==> src/rtl/ps2_field_entry_if.sv <==
// Scan-code byte stream from PS2_Controller into the field-entry block.
// The byte is only meaningful in a cycle where data_en is high.
interface ps2_field_entry_if;
  logic [7:0] data;
  logic       data_en;

  modport master (output data, output data_en);
  modport slave  (input  data, input  data_en);
endinterface

==> src/rtl/ps2_field_entry.sv <==
// PS/2 numeric-entry front end: a function key selects a field, digits fill a BCD buffer,
// and Enter commits it through a fixed-latency BCD-to-binary conversion and range check.
module ps2_field_entry #(
  parameter int NUM_FIELDS = 3,
  parameter int DIGITS     = 3,
  parameter int VAL_W      = 10,
  parameter int MIN_VAL    = 1,
  parameter int MAX_VAL    = 999
) (
  input  logic                        CLOCK_50,
  input  logic                        nReset,
  ps2_field_entry_if.slave            ps2,
  output logic [NUM_FIELDS*VAL_W-1:0] values,
  output logic [NUM_FIELDS-1:0]       field_valid,
  output logic                        editing,
  output logic [1:0]                  active_field,
  output logic [4*DIGITS-1:0]         digits_bcd,
  output logic [DIGITS-1:0]           digit_blank,
  output logic                        commit,
  output logic [1:0]                  commit_field,
  output logic                        range_error
);

  localparam int BW = 4 * DIGITS;
  localparam logic [2:0]       DIG_N = 3'(DIGITS);
  localparam logic [VAL_W-1:0] MIN_V = VAL_W'(MIN_VAL);
  localparam logic [VAL_W-1:0] MAX_V = VAL_W'(MAX_VAL);

  typedef enum logic [1:0] {IDLE, EDIT, CONVERT, CHECK} state_t;

  // {hit, value}
  function automatic logic [4:0] digit_decode(input logic [7:0] code);
    case (code)
      8'h45: return {1'b1, 4'd0};
      8'h16: return {1'b1, 4'd1};
      8'h1E: return {1'b1, 4'd2};
      8'h26: return {1'b1, 4'd3};
      8'h25: return {1'b1, 4'd4};
      8'h2E: return {1'b1, 4'd5};
      8'h36: return {1'b1, 4'd6};
      8'h3D: return {1'b1, 4'd7};
      8'h3E: return {1'b1, 4'd8};
      8'h46: return {1'b1, 4'd9};
      default: return 5'd0;
    endcase
  endfunction

  // {hit, field index} for F1..F4
  function automatic logic [2:0] fkey_decode(input logic [7:0] code);
    case (code)
      8'h05: return {1'b1, 2'd0};
      8'h06: return {1'b1, 2'd1};
      8'h04: return {1'b1, 2'd2};
      8'h0C: return {1'b1, 2'd3};
      default: return 3'd0;
    endcase
  endfunction

  function automatic logic [VAL_W-1:0] bcd_mac(input logic [VAL_W-1:0] acc, input logic [3:0] nib);
    logic [VAL_W+3:0] w;
    w = {4'd0, acc} * (VAL_W+4)'(10) + (VAL_W+4)'(nib);
    return w[VAL_W-1:0];
  endfunction

  function automatic logic in_range(input logic [VAL_W-1:0] acc);
    return (acc >= MIN_V) && (acc <= MAX_V);
  endfunction

  state_t                      state_q, state_d;
  logic                        brk_q, brk_d, ext_q, ext_d;
  logic [1:0]                  active_q, active_d;
  logic [BW-1:0]               buf_q, buf_d, sh_q, sh_d;
  logic [2:0]                  cnt_q, cnt_d, cyc_q, cyc_d;
  logic [VAL_W-1:0]            acc_q, acc_d;
  logic [NUM_FIELDS*VAL_W-1:0] values_q, values_d;
  logic [NUM_FIELDS-1:0]       fvalid_q, fvalid_d;
  logic                        commit_q, commit_d, rerr_q, rerr_d;
  logic [1:0]                  cfield_q, cfield_d;

  logic       make_vld;
  logic [4:0] dig;
  logic [2:0] fk;
  logic       fk_ok;

  // Break/extended prefixes swallow the byte that follows them
  assign make_vld = ps2.data_en && (ps2.data != 8'hF0) && (ps2.data != 8'hE0) && !brk_q && !ext_q;
  assign dig      = digit_decode(ps2.data);
  assign fk       = fkey_decode(ps2.data);
  assign fk_ok    = fk[2] && (int'(fk[1:0]) < NUM_FIELDS);

  always_ff @(posedge CLOCK_50 or negedge nReset) begin
    if (!nReset) state_q <= IDLE;
    else         state_q <= state_d;
  end

  always_comb begin
    state_d = state_q;
    case (state_q)
      IDLE: if (make_vld && fk_ok) state_d = EDIT;
      EDIT: if (make_vld) begin
        if (ps2.data == 8'h76)      state_d = IDLE;
        else if (ps2.data == 8'h5A) state_d = (cnt_q == 3'd0) ? IDLE : CONVERT;
      end
      CONVERT: if (cyc_q == DIG_N - 3'd1) state_d = CHECK;
      CHECK:   state_d = in_range(acc_q) ? IDLE : EDIT;
      default: state_d = IDLE;
    endcase
  end

  always_ff @(posedge CLOCK_50 or negedge nReset) begin
    if (!nReset) begin
      brk_q    <= 1'b0;
      ext_q    <= 1'b0;
      active_q <= '0;
      buf_q    <= '0;
      sh_q     <= '0;
      cnt_q    <= '0;
      cyc_q    <= '0;
      acc_q    <= '0;
      values_q <= '0;
      fvalid_q <= '0;
      commit_q <= 1'b0;
      rerr_q   <= 1'b0;
      cfield_q <= '0;
    end else begin
      brk_q    <= brk_d;
      ext_q    <= ext_d;
      active_q <= active_d;
      buf_q    <= buf_d;
      sh_q     <= sh_d;
      cnt_q    <= cnt_d;
      cyc_q    <= cyc_d;
      acc_q    <= acc_d;
      values_q <= values_d;
      fvalid_q <= fvalid_d;
      commit_q <= commit_d;
      rerr_q   <= rerr_d;
      cfield_q <= cfield_d;
    end
  end

  always_comb begin
    brk_d    = brk_q;
    ext_d    = ext_q;
    active_d = active_q;
    buf_d    = buf_q;
    sh_d     = sh_q;
    cnt_d    = cnt_q;
    cyc_d    = cyc_q;
    acc_d    = acc_q;
    values_d = values_q;
    fvalid_d = fvalid_q;
    commit_d = 1'b0;
    rerr_d   = 1'b0;
    cfield_d = cfield_q;

    if (ps2.data_en) begin
      if (ps2.data == 8'hF0)      brk_d = 1'b1;
      else if (ps2.data == 8'hE0) ext_d = 1'b1;
      else if (brk_q || ext_q) begin
        brk_d = 1'b0;
        ext_d = 1'b0;
      end
    end

    case (state_q)
      IDLE: if (make_vld && fk_ok) begin
        active_d = fk[1:0];
        buf_d    = '0;
        cnt_d    = '0;
      end
      EDIT: if (make_vld) begin
        if (dig[4]) begin
          if (cnt_q < DIG_N) begin
            buf_d = (buf_q << 4) | BW'(dig[3:0]);
            cnt_d = cnt_q + 3'd1;
          end
        end else if (ps2.data == 8'h66) begin
          if (cnt_q != 3'd0) begin
            buf_d = buf_q >> 4;
            cnt_d = cnt_q - 3'd1;
          end
        end else if (ps2.data == 8'h5A && cnt_q != 3'd0) begin
          // Convert from a copy so a rejected value leaves the edit buffer intact
          acc_d = '0;
          sh_d  = buf_q;
          cyc_d = '0;
        end
      end
      CONVERT: begin
        acc_d = bcd_mac(acc_q, sh_q[BW-1 -: 4]);
        sh_d  = sh_q << 4;
        cyc_d = cyc_q + 3'd1;
      end
      CHECK: begin
        if (in_range(acc_q)) begin
          values_d[active_q*VAL_W +: VAL_W] = acc_q;
          fvalid_d[active_q] = 1'b1;
          commit_d = 1'b1;
          cfield_d = active_q;
        end else begin
          rerr_d = 1'b1;
        end
      end
      default: ;
    endcase
  end

  always_comb begin
    editing = (state_q != IDLE);
    for (int j = 0; j < DIGITS; j++) digit_blank[j] = (3'(j) >= cnt_q);
  end

  assign values       = values_q;
  assign field_valid  = fvalid_q;
  assign active_field = active_q;
  assign digits_bcd   = buf_q;
  assign commit       = commit_q;
  assign commit_field = cfield_q;
  assign range_error  = rerr_q;

endmodule

==> src/flat_wrapper.sv <==
// flat-port wrapper written by rule: the top's interface ports become plain ports
module ps2_field_entry_flat 
#(
  parameter int NUM_FIELDS = 3,
  parameter int DIGITS     = 3,
  parameter int VAL_W      = 10,
  parameter int MIN_VAL    = 1,
  parameter int MAX_VAL    = 999
)
  (CLOCK_50, nReset, values, field_valid, editing, active_field, digits_bcd, digit_blank, commit, commit_field, range_error, ps2_data, ps2_data_en);
  ps2_field_entry_if ps2_i ();
  input  logic CLOCK_50;
  input  logic nReset;
  output logic [NUM_FIELDS*VAL_W-1:0] values;
  output logic [NUM_FIELDS-1:0] field_valid;
  output logic editing;
  output logic [1:0] active_field;
  output logic [4*DIGITS-1:0] digits_bcd;
  output logic [DIGITS-1:0] digit_blank;
  output logic commit;
  output logic [1:0] commit_field;
  output logic range_error;
  input wire logic [$bits(ps2_i.data)-1:0] ps2_data;
  input wire logic [$bits(ps2_i.data_en)-1:0] ps2_data_en;
  assign ps2_i.data = ps2_data;
  assign ps2_i.data_en = ps2_data_en;
  ps2_field_entry #(.NUM_FIELDS(NUM_FIELDS), .DIGITS(DIGITS), .VAL_W(VAL_W), .MIN_VAL(MIN_VAL), .MAX_VAL(MAX_VAL)) u_core (.CLOCK_50(CLOCK_50), .nReset(nReset), .ps2(ps2_i), .values(values), .field_valid(field_valid), .editing(editing), .active_field(active_field), .digits_bcd(digits_bcd), .digit_blank(digit_blank), .commit(commit), .commit_field(commit_field), .range_error(range_error));
endmodule
==> config.mk <==
export PLATFORM = sky130hd
export DESIGN_NAME = ps2_field_entry_flat
export DESIGN_NICKNAME = d
export VERILOG_FILES = /design/src/rtl/ps2_field_entry_if.sv /design/src/rtl/ps2_field_entry.sv /design/src/flat_wrapper.sv
export SDC_FILE = /design/constraint.sdc
export NUM_CORES = 1
export LEC_CHECK = 0
export ABC_AREA = 1
export CORE_ASPECT_RATIO = 0.9
export CORE_MARGIN = 2
export CORE_UTILIZATION = 34
export DETAILED_ROUTE_END_ITERATION = 8
export DONT_BUFFER_PORTS = 1
export GPL_ROUTABILITY_DRIVEN = 0
export HOLD_SLACK_MARGIN = 0.15
export PLACE_DENSITY_LB_ADDON = 0.15
export SYNTH_ARGS = -nofsm -noshare
export SYNTH_HDL_FRONTEND = slang
export SYNTH_SLANG_ARGS = --single-unit
==> constraint.sdc <==
create_clock -name CLOCK_50 -period 2.5 [get_ports CLOCK_50]
set_input_delay 0.5 -clock CLOCK_50 [delete_from_list [all_inputs] [get_ports CLOCK_50]]
set_output_delay 0.5 -clock CLOCK_50 [all_outputs]
set_load 0.03 [all_outputs]
==> results.cfg, run 1 <==
[grt]
grt_max_degree = 84
grt-ovfl-total = 0
grt_pass1_vias = 4590
track_usage_pct = 17.3
antenna_found_initial = 0
grt_pass1_wl_um = 22800

[run]
max-cap-violations = 0

[timing]
tightest_slew_ps = 472
max_slew_margin_pct = 68.5
worst_clock_skew_ps = 9.94
rsz0062_at_grt = false
period_needed_ps = 2240
final_hold_viol_count = 0
setup_viol_count_final = 0
tns_ps = 0
clock.fmax_ghz = 0.446
fin_crit_sh_pct = 89.7
slew_viol_final = 0

[die]
rows = 43
core_area_um2 = 15300
io_pins = 66
die_y_um = 122
start_util_pct = 34.6
die_w_um = 136
die_area_um2 = 16600

[logic_synthesis]
synthDistinctLibCells = 44
ys_ff_latch = 83
ys_seq_area_share_pct = 39.2
synthCells = 703
synth_warnings = 0
syn_nets = 747
ys_async_sr_fraction_pct = 100
synthesis.area_um2 = 5300
synth_edf_count = 0
synth_ff_type = dfrtp_1
syn_area_per_cell_um2 = 7.54

[worst_hold_path]
hold_path_class = in -> reg
worstHoldStart = ps2_data[2]
hold_depth = 2
min_delay_worst_endpoint = u_core.active_field[1]

[setup_path]
reg2reg_depth = 8
cp_slowest_cell = dfrtp_1
ff2ff_setup_slack_ps = 260
critPathTopFamily = adder cells
reg2reg_to = u_core.acc_q[8]
worstPathArrival_ps = 2470
end_kind = flop
startpoint_type = flop
crit_chain = ha_1 > ha_1 > fa_1 > xnor2_1 > nor3_1 > nand3_1 > nand3_1 > o21ai_0
cp.required_ps = 2730
worstPathMaxFanout = 6
critPathKind = reg -> reg
cpPeakStageDelay_ps = 440
r2r-start = u_core.acc_q[3]
critPathBufInv = 0

[layout]
layout.cells.most_common = nand2_1
mostFrequentLayoutCells = 205 x nand2_1, 83 x dfrtp_1, 81 x o21ai_0, 61 x inv_1, 50 x nor2_1
syn2layout_area_growth_pct = 11.1
antenna_cells = 0
final_cells = 916
drive_above_1_share_pct = 11.1
nets = 753

[routing]
wl_per_cell_um = 14.9
drc = 0
routed-via-count = 4554
ant_nets = 0
routed_via_density = 4.97
routed_wl_um = 13700
firstDrtPassIters = 5
drtIter0Drc = 204

[outcome]
status = finished, final reports clean

[clock_tree]
cts_buffers = 9
cts_tree = built
path_clk_slew_ps = 70
htree_levels = 3
root_buffer = clkbuf_16
insertion_delay_ps = 350
cts_sinks = 83
clockBufferDepth = 2
postCtsSetupRepairBufs = 0

[place]
placed_cells = 898
io_buffer_count = 0
hpwl_um = 10300

[pwr]
p_leak_uw = 0.00280
power_density_nw_per_um2 = 919
peakVddDrop_v = 0.000618
kinds of logic (layout without fill, tap and decap cells):
logic type      Yosys count  count (layout)  synth area share, %
fa+ha+maj                33              33                 8.07
xor+xnor                 12              12                 1.98
simple gates            339             339                 28.6
buf+inv                  95             106                 7.10
flops                    83              83                 39.2
compound gates          141             141                 15.1
per-layer routing:
layer,global-route usage (%),share of wire (%),up-vias
met3,4.96,5.6,11
met1,21.5,46,2128
met4,5.01,0.89,0
met2,29.4,48,93
li1,-,-,2322
met5,0,0,-
state kept, by name (all words and copies together) (netlist names), 2 cells and up, named ones only:
register / count
u_core.active_field: 2
u_core.commit_field: 2
u_core.cyc_q: 3
u_core.sh_q: 12
u_core.cnt_q: 3
u_core.digits_bcd: 12
u_core.field_valid: 3
u_core.acc_q: 10
u_core.values: 30
report_power, final:
part | internal [uW] | switching (uW) | leakage, uW | total (uW)
logic | 623 | 1370 | 0.00153 | 2000
clock network | 713 | 592 | 0.000145 | 1300
registers | 1620 | 502 | 0.00113 | 2120
worst register-to-register path, stage by stage, from the launching register on:
cell and delay [ps]:
dfrtp_1 440, ha_1 300, ha_1 230, fa_1 410, xnor2_1 170, nor3_1 290
nand3_1 110, nand3_1 90, o21ai_0 70
cell type report:
type                            count  area [um^2]
Inverter                           73          274
Tap cell                          202          253
Timing Repair Buffer               17          150
Fill cell                        1645         9440
Multi-Input combinational cell    525         2850
Sequential cell                    83         2080
Clock inverter                      6         47.5
Clock buffer                       10          239
Yosys cell counts (all sizes together) (5+ instances only):
cell	count	area (um^2)
a31oi	9	56.3
ha	31	388
xnor2	5	43.8
nor2	62	312
clkbuf	13	48.8
nand2	214	826
inv	70	263
nand3	46	268
o31ai	8	60.1
nand4	9	62.6
a21oi	19	95.1
o22ai	6	37.5
dfrtp	83	2080
buf	9	53.8
o21ai	87	454
xor2	7	61.3
timing repair:
item / 4_1_cts / 5_1_grt
gates resized for setup: 0 / 1
hold endpoints to repair: 83 / 0
hold buffers: 2 / 0
setup endpoints to repair: 0 / 1
how the worst max path moves through the flow:
stage / startpoint / end / slack, ps / depth (start not counted)
after CTS: u_core.acc_q[0] / u_core.acc_q[9] / 200 / 11
final: u_core.acc_q[3] / u_core.acc_q[8] / 260 / 8
after detailed placement: u_core.acc_q[0] / u_core.acc_q[9] / 210 / 11
after global placement: u_core.acc_q[0] / u_core.acc_q[9] / 280 / 11
after floorplan: u_core.active_field[0] / u_core.values[29] / 140 / 10
after global routing: u_core.acc_q[0] / u_core.acc_q[9] / 90 / 11
metrics by stage:
stage	instance area (um^2)	setup slack [ps]	hold WS, ps	util (%)	power (uW)
finish	5890	258	331	38.4	5420
global route	5890	88.6	338	38.4	5830
CTS	5890	203	313	38.4	5490
detailed placement	5570	213	206	36.3	4130
global placement	5570	285	206	36.3	4100
floorplan	5300	136	204	-	3620
Note: power is estimated with default switching activity, not from simulation.
==> run 2, diff against run 1 <==
--- a/config.mk
+++ b/config.mk
@@ -14,6 +14,7 @@
 export GPL_ROUTABILITY_DRIVEN = 0
 export HOLD_SLACK_MARGIN = 0.15
 export PLACE_DENSITY_LB_ADDON = 0.15
+export SKIP_CTS_REPAIR_TIMING = 1
 export SYNTH_ARGS = -nofsm -noshare
 export SYNTH_HDL_FRONTEND = slang
 export SYNTH_SLANG_ARGS = --single-unit
==> run 2 against run 1 <==
Against the previous run:
- total power grew 0.10%
- core utilization stayed put
- largest cell class unchanged
- clock skew is 1.7 ps higher
==> results.cfg, run 2 (synthesized netlist as in run 1, its figures left out) <==
[outcome]
status = finished, final reports clean

[timing]
fin_ws_ps = 259
slew_viol_final = 0
worst_clock_skew_ps = 11.6
max_slew_margin_pct = 68.6
clock.fmax_ghz = 0.446
tightest_slew_ps = 468
tns_ps = 0
final_hold_viol_count = 0
rsz0062_at_grt = false
fin_crit_sh_pct = 89.7
setup_viol_count_final = 0
period_needed_ps = 2240

[worst_hold_path]
hold_path_class = in -> reg

[setup_path]
reg2reg_depth = 8
r2r-start = u_core.acc_q[3]
critPathLaunch = u_core.acc_q[3]
worstPathArrival_ps = 2470
worstSetupEndpoint = u_core.acc_q[8]
ff2ff_setup_slack_ps = 260
end_kind = flop
startpoint_type = flop
critPathKind = reg -> reg
worstPathMaxFanout = 6
reg2reg_to = u_core.acc_q[8]
cp.required_ps = 2730

[place]
hpwl_um = 10300
placed_area_um2 = 5570
io_buffer_count = 0
post-place-ws_ps = 213

[grt]
grt_pass1_wl_um = 22700
track_usage_pct = 17.3
grt-ovfl-total = 0
antenna_found_initial = 0
grt_pass1_vias = 4582
grt_max_degree = 84

[die]
die_y_um = 122
core_area_um2 = 15300
rows = 43
die_w_um = 136
io_pins = 66
die_area_um2 = 16600
start_util_pct = 34.6

[layout]
nets = 753
multi_input_area_um2 = 2850
largest_reg_flops = 30
final_area_um2 = 5890
nFillCells = 1643
syn2layout_area_growth_pct = 11.1
antenna_cells = 0
regArea_um2 = 2080
layout.cells.most_common = nand2_1
drive_above_1_share_pct = 11.1
mostFrequentLayoutCells = 205 x nand2_1, 83 x dfrtp_1, 81 x o21ai_0, 61 x inv_1, 50 x nor2_1

[pwr]
p_sw_share_pct = 45.6
p_leak_uw = 0.00280
seq_power_share_pct = 39.0
p_sw_uw = 2470
internal_power_uw = 2950
clockPowerShare_pct = 24.1
p_comb_share_pct = 36.8
power_density_nw_per_um2 = 920
peakVddDrop_v = 0.000617

[routing]
ant_nets = 0
wl_per_cell_um = 14.9
drc = 0
routed_via_density = 4.98
drtIter0Drc = 238
routed-via-count = 4560
routed_wl_um = 13600
firstDrtPassIters = 6

[clock_tree]
cts_tree = built
cts_buffers = 9
clockBufferDepth = 2
htree_levels = 3
root_buffer = clkbuf_16
path_clk_slew_ps = 70
cts_sinks = 83
insertion_delay_ps = 350

[run]
max-cap-violations = 0
-- run 2: cell counts in the layout (fill, tap and decap cells not counted) --
No cell type changed its count.
-- run 2: worst min-delay path by stage --
stage	to	depth (start not counted)	startpoint
after global placement	u_core.values[29]	0	nReset
after detailed placement	u_core.values[29]	0	nReset
after CTS	u_core.values[9]	0	nReset
after floorplan	async pin	0	nReset
final	u_core.active_field[1]	2	ps2_data[2]
after global routing	u_core.active_field[1]	2	ps2_data[2]
-- run 2: power by group through the flow --
stage	Clock (uW)	Combinational [uW]	Sequential, uW
final	1310	2000	2120
after floorplan	0	1560	2060
after global routing	1400	2270	2160
after CTS	1350	1980	2130
after global placement	0	1950	2140
after detailed placement	0	1970	2150
-- run 2: routing by layer --
layer  GRT usage [%]  vias to the layer above  part of all wire, %
met4            5.01                        0                  1.6
met1            21.5                     2120                   46
li1                -                     2321                    -
met5               0                        -                    0
met2            29.2                      101                   47
met3            5.00                       18                  5.6
-- run 2: cell type report --
| class | instances | share of cell area [%] |
|---|---|---|
| multi-input combinational | 525 | 48.4 |
| sequential | 83 | 35.2 |
| inverter | 73 | 4.65 |
| tap | 202 | 4.29 |
| clock buffer | 10 | 4.05 |
| timing repair buffer | 17 | 2.55 |
| clock inverter | 6 | 0.807 |
-- run 2: per-stage QoR --
stage / hold WS, ps / util (%) / total power [uW] / std cells
5_1_grt: 338 / 38.4 / 5830 / 916
3_3_place_gp: 206 / 36.3 / 4100 / 898
2_1_floorplan: 204 / - / 3620 / 703
3_5_place_dp: 206 / 36.3 / 4130 / 898
4_1_cts: -177 / 38.2 / 5460 / 914
6_report: 329 / 38.4 / 5430 / 916
-- run 2: critical path, stage by stage (launching register included) --
cell and delay [ps]:
dfrtp_1 440, ha_1 300, ha_1 230, fa_1 410, xnor2_1 170, nor3_1 280, nand3_1 110, nand3_1 90
o21ai_0 70
